--- config.mk ---
export PLATFORM = sky130hd
export DESIGN_NAME = fpga_cfg_loader
export DESIGN_NICKNAME = d
export VERILOG_FILES = /design/src/rtl/fpga_cfg_loader.sv
export SDC_FILE = /design/constraint.sdc
export NUM_CORES = 2
export LEC_CHECK = 0
export ABC_AREA = 1
export CORE_ASPECT_RATIO = 0.8
export CORE_MARGIN = 2
export CORE_UTILIZATION = 30
export DETAILED_ROUTE_END_ITERATION = 8
export PLACE_DENSITY = 0.56
export SYNTH_ARGS = -nofsm -noshare
export SYNTH_HDL_FRONTEND = slang
export SYNTH_SLANG_ARGS = --single-unit
--- constraint.sdc ---
create_clock -name clk -period 2.2 [get_ports clk]
set_input_delay 0.44 -clock clk [delete_from_list [all_inputs] [get_ports clk]]
set_output_delay 0.44 -clock clk [all_outputs]
set_load 0.02 [all_outputs]
--- src/rtl/fpga_cfg_loader.sv ---
// fpga_cfg_loader
//   Configuration front end for the 3x3 fabric. A byte-wide bitstream arrives
//   over a valid/ready handshake. It is shifted into a shadow register and then
//   committed in one step to the parallel config vectors. The fabric therefore
//   never sees a partially written configuration.
//
//   Build option: define CFG_CRC_EN to add a CRC-8 trailer check. The CRC uses
//   polynomial 0x07, init 0x00 and processes each byte MSB first. In that build
//   a bad trailer rejects the load and the previous config is kept.
//
// Ports
//   clk         in   1       clock, rising edge
//   reset       in   1       asynchronous, active-low; clears all state
//   cfg_start   in   1       pulse: begin a new load (ignored while busy)
//   in_data     in   8       bitstream byte
//   in_valid    in   1       in_data valid
//   in_ready    out  1       loader accepts a byte this cycle
//   sramConfig  out  SRAM_W  committed LUT config
//   cbconfig    out  CB_W    committed connection-block config
//   sconfig     out  SB_W    committed switch-box config
//   sel         out  SEL_W   committed LB output-register select
//   cfg_busy    out  1       load in progress
//   cfg_done    out  1       level: last load committed
//   cfg_error   out  1       level: last load rejected (always 0 without CFG_CRC_EN)
module fpga_cfg_loader #(
  parameter int SRAM_W = 144,
  parameter int CB_W   = 420,
  parameter int SB_W   = 240,
  parameter int SEL_W  = 9
) (
  input  logic              clk,
  input  logic              reset,
  input  logic              cfg_start,
  input  logic [7:0]        in_data,
  input  logic              in_valid,
  output logic              in_ready,
  output logic [SRAM_W-1:0] sramConfig,
  output logic [CB_W-1:0]   cbconfig,
  output logic [SB_W-1:0]   sconfig,
  output logic [SEL_W-1:0]  sel,
  output logic              cfg_busy,
  output logic              cfg_done,
  output logic              cfg_error
);

  localparam int TOT_W  = SRAM_W + CB_W + SB_W + SEL_W;
  localparam int NBYTES = (TOT_W + 7) / 8;
  localparam int SH_W   = NBYTES * 8;
  // Trailing pad bits in the last byte. These must be fewer than 8.
  localparam int PAD_W  = SH_W - TOT_W;
  localparam logic [6:0] NBYTES_C = 7'(NBYTES);

  // Without the CRC check, the final byte is committed straight from in_data.
  // In that build the shadow only needs to hold the first NBYTES-1 bytes.
  // With the check, the whole stream must be stored until the trailer arrives.
`ifdef CFG_CRC_EN
  localparam int SHREG_W = SH_W;
`else
  localparam int SHREG_W = SH_W - 8;
`endif

  typedef enum logic [2:0] {
    S_IDLE,
    S_LOAD,
    S_COMMIT,
    S_DONE
`ifdef CFG_CRC_EN
    ,
    S_CRC,
    S_ERR
`endif
  } state_t;

  state_t              state_reg, state_next;
  logic [6:0]          cnt_reg;
  logic [SHREG_W-1:0]  shreg_reg;
  logic [TOT_W-1:0]    cfg_reg;
  logic                done_reg;
  logic [TOT_W-1:0]    commit_vec;
  logic                cnt_last;
  logic                start_accept;
  logic                commit_now;
  logic                shift_en;

  assign cnt_last = (cnt_reg == NBYTES_C - 7'd1);
  assign shift_en = (state_reg == S_LOAD) && in_valid;

`ifdef CFG_CRC_EN
  logic       reject_now;
  logic       err_reg;
  logic [7:0] crc_reg;
  logic [7:0] crc_chain [0:8];

  // Bit-serial CRC-8 (poly x^8+x^2+x+1), unrolled over one byte, MSB first.
  assign crc_chain[0] = crc_reg;
  for (genvar gi = 0; gi < 8; gi++) begin : g_crc
    logic fb;
    assign fb = crc_chain[gi][7] ^ in_data[7-gi];
    assign crc_chain[gi+1] = {crc_chain[gi][6:0], 1'b0} ^ (fb ? 8'h07 : 8'h00);
  end

  // The trailer is not shifted in, so the data sits in the whole shadow.
  assign commit_vec = shreg_reg[SH_W-1:PAD_W];
  assign cfg_error  = err_reg;
`else
  // The final byte is taken directly from the bus. This lets the outputs
  // update in the cycle right after it is accepted.
  assign commit_vec = {shreg_reg, in_data[7:PAD_W]};
  assign cfg_error  = 1'b0;
`endif

  // State register
  always_ff @(posedge clk or negedge reset) begin
    if (!reset) state_reg <= S_IDLE;
    else        state_reg <= state_next;
  end

  // Next-state logic and handshake/status outputs
  always_comb begin
    state_next   = state_reg;
    in_ready     = 1'b0;
    cfg_busy     = 1'b0;
    start_accept = 1'b0;
    commit_now   = 1'b0;
`ifdef CFG_CRC_EN
    reject_now   = 1'b0;
`endif
    case (state_reg)
      S_IDLE, S_DONE: begin
        if (cfg_start) begin
          start_accept = 1'b1;
          state_next   = S_LOAD;
        end
      end
      S_LOAD: begin
        in_ready = 1'b1;
        cfg_busy = 1'b1;
        if (in_valid && cnt_last) begin
`ifdef CFG_CRC_EN
          state_next = S_CRC;
`else
          commit_now = 1'b1;
          state_next = S_COMMIT;
`endif
        end
      end
`ifdef CFG_CRC_EN
      S_CRC: begin
        in_ready = 1'b1;
        cfg_busy = 1'b1;
        if (in_valid) begin
          if (in_data == crc_reg) begin
            commit_now = 1'b1;
            state_next = S_COMMIT;
          end else begin
            reject_now = 1'b1;
            state_next = S_ERR;
          end
        end
      end
      S_ERR: begin
        if (cfg_start) begin
          start_accept = 1'b1;
          state_next   = S_LOAD;
        end
      end
`endif
      // The config registers are already loaded at this point. This state
      // only holds cfg_busy for one cycle while the commit settles.
      S_COMMIT: begin
        cfg_busy   = 1'b1;
        state_next = S_DONE;
      end
      default: state_next = S_IDLE;
    endcase
  end

  // Datapath: byte counter, shadow, committed config, status flags
  always_ff @(posedge clk or negedge reset) begin
    if (!reset) begin
      cnt_reg   <= '0;
      shreg_reg <= '0;
      cfg_reg   <= '0;
      done_reg  <= 1'b0;
`ifdef CFG_CRC_EN
      crc_reg   <= '0;
      err_reg   <= 1'b0;
`endif
    end else begin
      if (start_accept) begin
        cnt_reg  <= '0;
        done_reg <= 1'b0;
`ifdef CFG_CRC_EN
        crc_reg  <= '0;
        err_reg  <= 1'b0;
`endif
      end
      if (shift_en) begin
        shreg_reg <= {shreg_reg[SHREG_W-9:0], in_data};
        if (cnt_reg != NBYTES_C) cnt_reg <= cnt_reg + 7'd1;
`ifdef CFG_CRC_EN
        crc_reg <= crc_chain[8];
`endif
      end
      if (commit_now) begin
        cfg_reg  <= commit_vec;
        done_reg <= 1'b1;
      end
`ifdef CFG_CRC_EN
      if (reject_now) err_reg <= 1'b1;
`endif
    end
  end

  assign {sramConfig, cbconfig, sconfig, sel} = cfg_reg;
  assign cfg_done = done_reg;

endmodule

==> Implementation_results.wiki <==
{| class="wikitable"
! Metric !! Value
|-
| Outcome || complete, no violations
|-
| Synth Instances || 6124
|-
| Clock tree from TritonCTS || built
|-
| Max-capacitance violation count || 0
|-
| Post-Route WL || 171000 um
|-
| Element type at the critical path start || flip-flop
|-
| Maximum single-stage delay on the critical path || 0.51 ns
|-
| Clock sink count || 1631
|-
| Net count, final || 6938
|-
| Largest net degree at the start of global routing || 121
|-
| Routed length per instance || 17.5 um
|-
| Largest register FFs || 813
|-
| Post-Route Utilization || 0.384
|-
| Yosys top cell area share || 0.674
|-
| Die Span X || 506 um
|-
| Die footprint || 0.206 mm2
|-
| Port Buffer Count || 827
|-
| Global-route total usage across every layer || 0.164
|-
| WP buf/inv || 1
|-
| Maximum resistive drop on vdd || 0.696 mV
|-
| Power density over cell area || 865 mW/mm2
|-
| Fillers || 20.0k
|-
| Maximum level of the CTS H-tree || 4
|-
| Antenna violations before repair || 3
|-
| Post-synthesis to final-layout area growth || 27.2%
|-
| Total half-perimeter wirelength after legalization and detailed placement || 123000 um
|-
| Share of final-layout standard cells stronger than drive strength 1 || 0.0614
|-
| Family with the most delay on the worst path || buffers and inverters
|-
| Final setup violation count || 0
|-
| Slew headroom || 0.646
|-
| Remaining routing DRC violations || 0
|-
| Post-Place Cells || 9431
|-
| Distinct cell type count after synthesis || 25
|-
| Period utilisation layout || 0.944
|-
| Placed Instance Area || 0.0723 mm2
|-
| Dominant synthesized flop cell || sky130_fd_sc_hd__dfrtp_1
|-
| Number of hold violations in the final report || 0
|-
| Multi-input gate area in the final layout || 0.0146 mm2
|-
| Cell with the largest stage delay on the worst path || sky130_fd_sc_hd__dlygate4sd2_1
|-
| Number of global-route vias before repair || 42.6k
|-
| DIE HEIGHT || 406 um
|-
| Average footprint of a synthesized cell || 9.89 um2
|-
| Cell accounting for the most synthesized area || sky130_fd_sc_hd__dfrtp_1
|-
| Final Max Slew Viols || 0
|-
| Root buffer selected by CTS || sky130_fd_sc_hd__clkbuf_16
|-
| Placeable core region || 0.201 mm2
|-
| Number of DRC violations after detailed-routing iteration 0 || 3540
|-
| Cell area after synthesis || 0.0606 mm2
|-
| Timing-limited maximum frequency || 0.481 GHz
|-
| Register clock-pin slew on the reported worst setup and hold paths || 0.06 ns
|-
| Critical path endpoint category || output port
|-
| Top library cells by usage in the layout, fill and taps aside || 1643 x sky130_fd_sc_hd__nand2_1, 1631 x sky130_fd_sc_hd__dfrtp_1, 1104 x sky130_fd_sc_hd__o21ai_0
|-
| GR Overflow Total || 0
|-
| Total clock buffers created by CTS || 168
|-
| Clock period minus worst slack || 2.08 ns
|-
| Routed vias || 42.7k
|-
| Worst hold path type || primary input to asynchronous set/reset pin
|-
| Setup repair after global routing missed its margin || false
|-
| Worst-Skew Late Latency || 0.79 ns
|-
| Standard-cell rows || 147
|-
| Number of detailed-route iterations in the first pass || 6
|-
| Per-cell via count in the routed design || 4.39
|-
| Async set or reset register ratio after synthesis || 1.00
|-
| Warnings, synthesis || 0
|-
| Synthesized netlist net count || 6140
|-
| Critical path, cell by cell || dlygate4sd2_1
|-
| Critical path fanouts, max || 2
|-
| Longest Clk Path Bufs || 3
|-
| Crit path DAT || 1.64 ns
|-
| Non-filler cells, final || 9731
|-
| Required time worst endpoint || 1.76 ns
|-
| Global-route wire length before repair || 261000 um
|-
| Final Cell Area || 0.0770 mm2
|-
| Skew final || 0.0266 ns
|-
| EDFF count, synth || 0
|-
| Commonest non-fill, non-tap cell in the layout || sky130_fd_sc_hd__nand2_1
|-
| Initial core utilization || 0.302
|-
| Worst Tran Pin Value || 0.530 ns
|-
| Static leakage || 36.9 nW
|-
| I/O pin count || 829
|-
| Top cells by area, synth || sky130_fd_sc_hd__dfrtp_1 67%, sky130_fd_sc_hd__nand2_1 10%, sky130_fd_sc_hd__o21ai_0 9.1%
|-
| Global placement routability congestion || 0.840
|-
| Antenna Violating Nets Remaining || 0
|-
| Critical Setup Path Class || flip-flop to output port
|-
| Sequential fraction of the synthesis area || 0.674
|-
| Flip-flop and latch count after synthesis || 1631
|-
| Area taken by flip-flops and latches || 0.0408 mm2
|}
==> stage by stage <==
step	hold WS [ns]	worst slack (ns)	total power (W)	setup TNS (ns)
2_1_floorplan	0.144	0.501	0.0353	0
3_3_place_gp	0.370	-0.0389	0.0380	-1.35
3_5_place_dp	0.370	-0.0604	0.0381	-1.61
4_1_cts	0.158	0.0102	0.0675	0
5_1_grt	0.185	0.00451	0.0696	0
6_report	0.223	0.123	0.0666	0
==> routing by layer <==
metal | track usage | part of all wire
met2 | 0.262 | 0.47
met5 | 0 | 0
met1 | 0.219 | 0.45
met3 | 0.0347 | 0.049
met4 | 0.0599 | 0.037
==> Yosys cell counts (2+ instances only) <==
library cell and number:
sky130_fd_sc_hd__buf_6 60, sky130_fd_sc_hd__buf_2 23, sky130_fd_sc_hd__a21oi_1 2, sky130_fd_sc_hd__nor2_1 4, sky130_fd_sc_hd__ha_1 4, sky130_fd_sc_hd__o21bai_1 2, sky130_fd_sc_hd__xor2_1 2, sky130_fd_sc_hd__nand3_1 12
sky130_fd_sc_hd__o21ai_1 522, sky130_fd_sc_hd__buf_1 15, sky130_fd_sc_hd__inv_1 826, sky130_fd_sc_hd__clkbuf_1 196, sky130_fd_sc_hd__buf_4 67, sky130_fd_sc_hd__nand2_1 1644, sky130_fd_sc_hd__dfrtp_1 1631, sky130_fd_sc_hd__inv_2 2
sky130_fd_sc_hd__o21ai_0 1104
==> worst paths after layout <==
path / startpoint / to / slack [ns] / cells past startpoint
setup / recovery: cfg_reg[715]$_DFFE_PN0P_ / sramConfig[46] / 0.12 / 1
hold / removal: reset / cfg_reg[678]$_DFFE_PN0P_ / 0.22 / 2
setup reg to reg: cnt_reg[0]$_DFF_PN0_ / cfg_reg[724]$_DFFE_PN0P_ / 0.19 / 8
hold reg to reg: cfg_reg[393]$_DFFE_PN0P_ / cfg_reg[393]$_DFFE_PN0P_ / 0.47 / 2
max in group asynchronous: reset / shreg_reg[158]$_DFFE_PN0P_ / 0.96 / 4
min in group clk: in_data[4] / cfg_reg[1]$_DFFE_PN0P_ / 0.24 / 3
==> final cells by class <==
cell class,instances,share of cell area
Tap cell,2682,0.0436
Antenna cell,2,0.0000650
Sequential cell,1631,0.530
Clock inverter,44,0.00734
Timing Repair Buffer,990,0.124
Clock buffer,251,0.0658
Multi-Input combinational cell,3303,0.189
Inverter,828,0.0404
==> logic make-up after synthesis <==
| logic type | Yosys count | synth area share |
|---|---|---|
| AO/OA/AOI/OAI | 1631 | 0.135 |
| XOR/XNOR | 3 | 0.000434 |
| adder cells (fa/ha/maj) | 4 | 0.000826 |
| other | 1 | 0.0000619 |
| AND/OR/NAND/NOR | 1664 | 0.104 |
| buffers and inverters | 1190 | 0.0860 |
| flip-flops | 1631 | 0.674 |
==> repair_timing <==
action,CTS,global route
setup buffers,1,0
gates resized for setup,828,4
hold buffers,1,0
cloned,0,1
pin swaps,1,0
endpoints found under the setup margin,815,53
endpoints found under the hold margin,735,0
==> power by group <==
group	internal [W]	total [W]	switching, W
logic	0.00177	0.00613	0.00436
clock network	0.0171	0.0291	0.0120
registers	0.0309	0.0314	0.000502
Power figures use the tool's default switching activity.
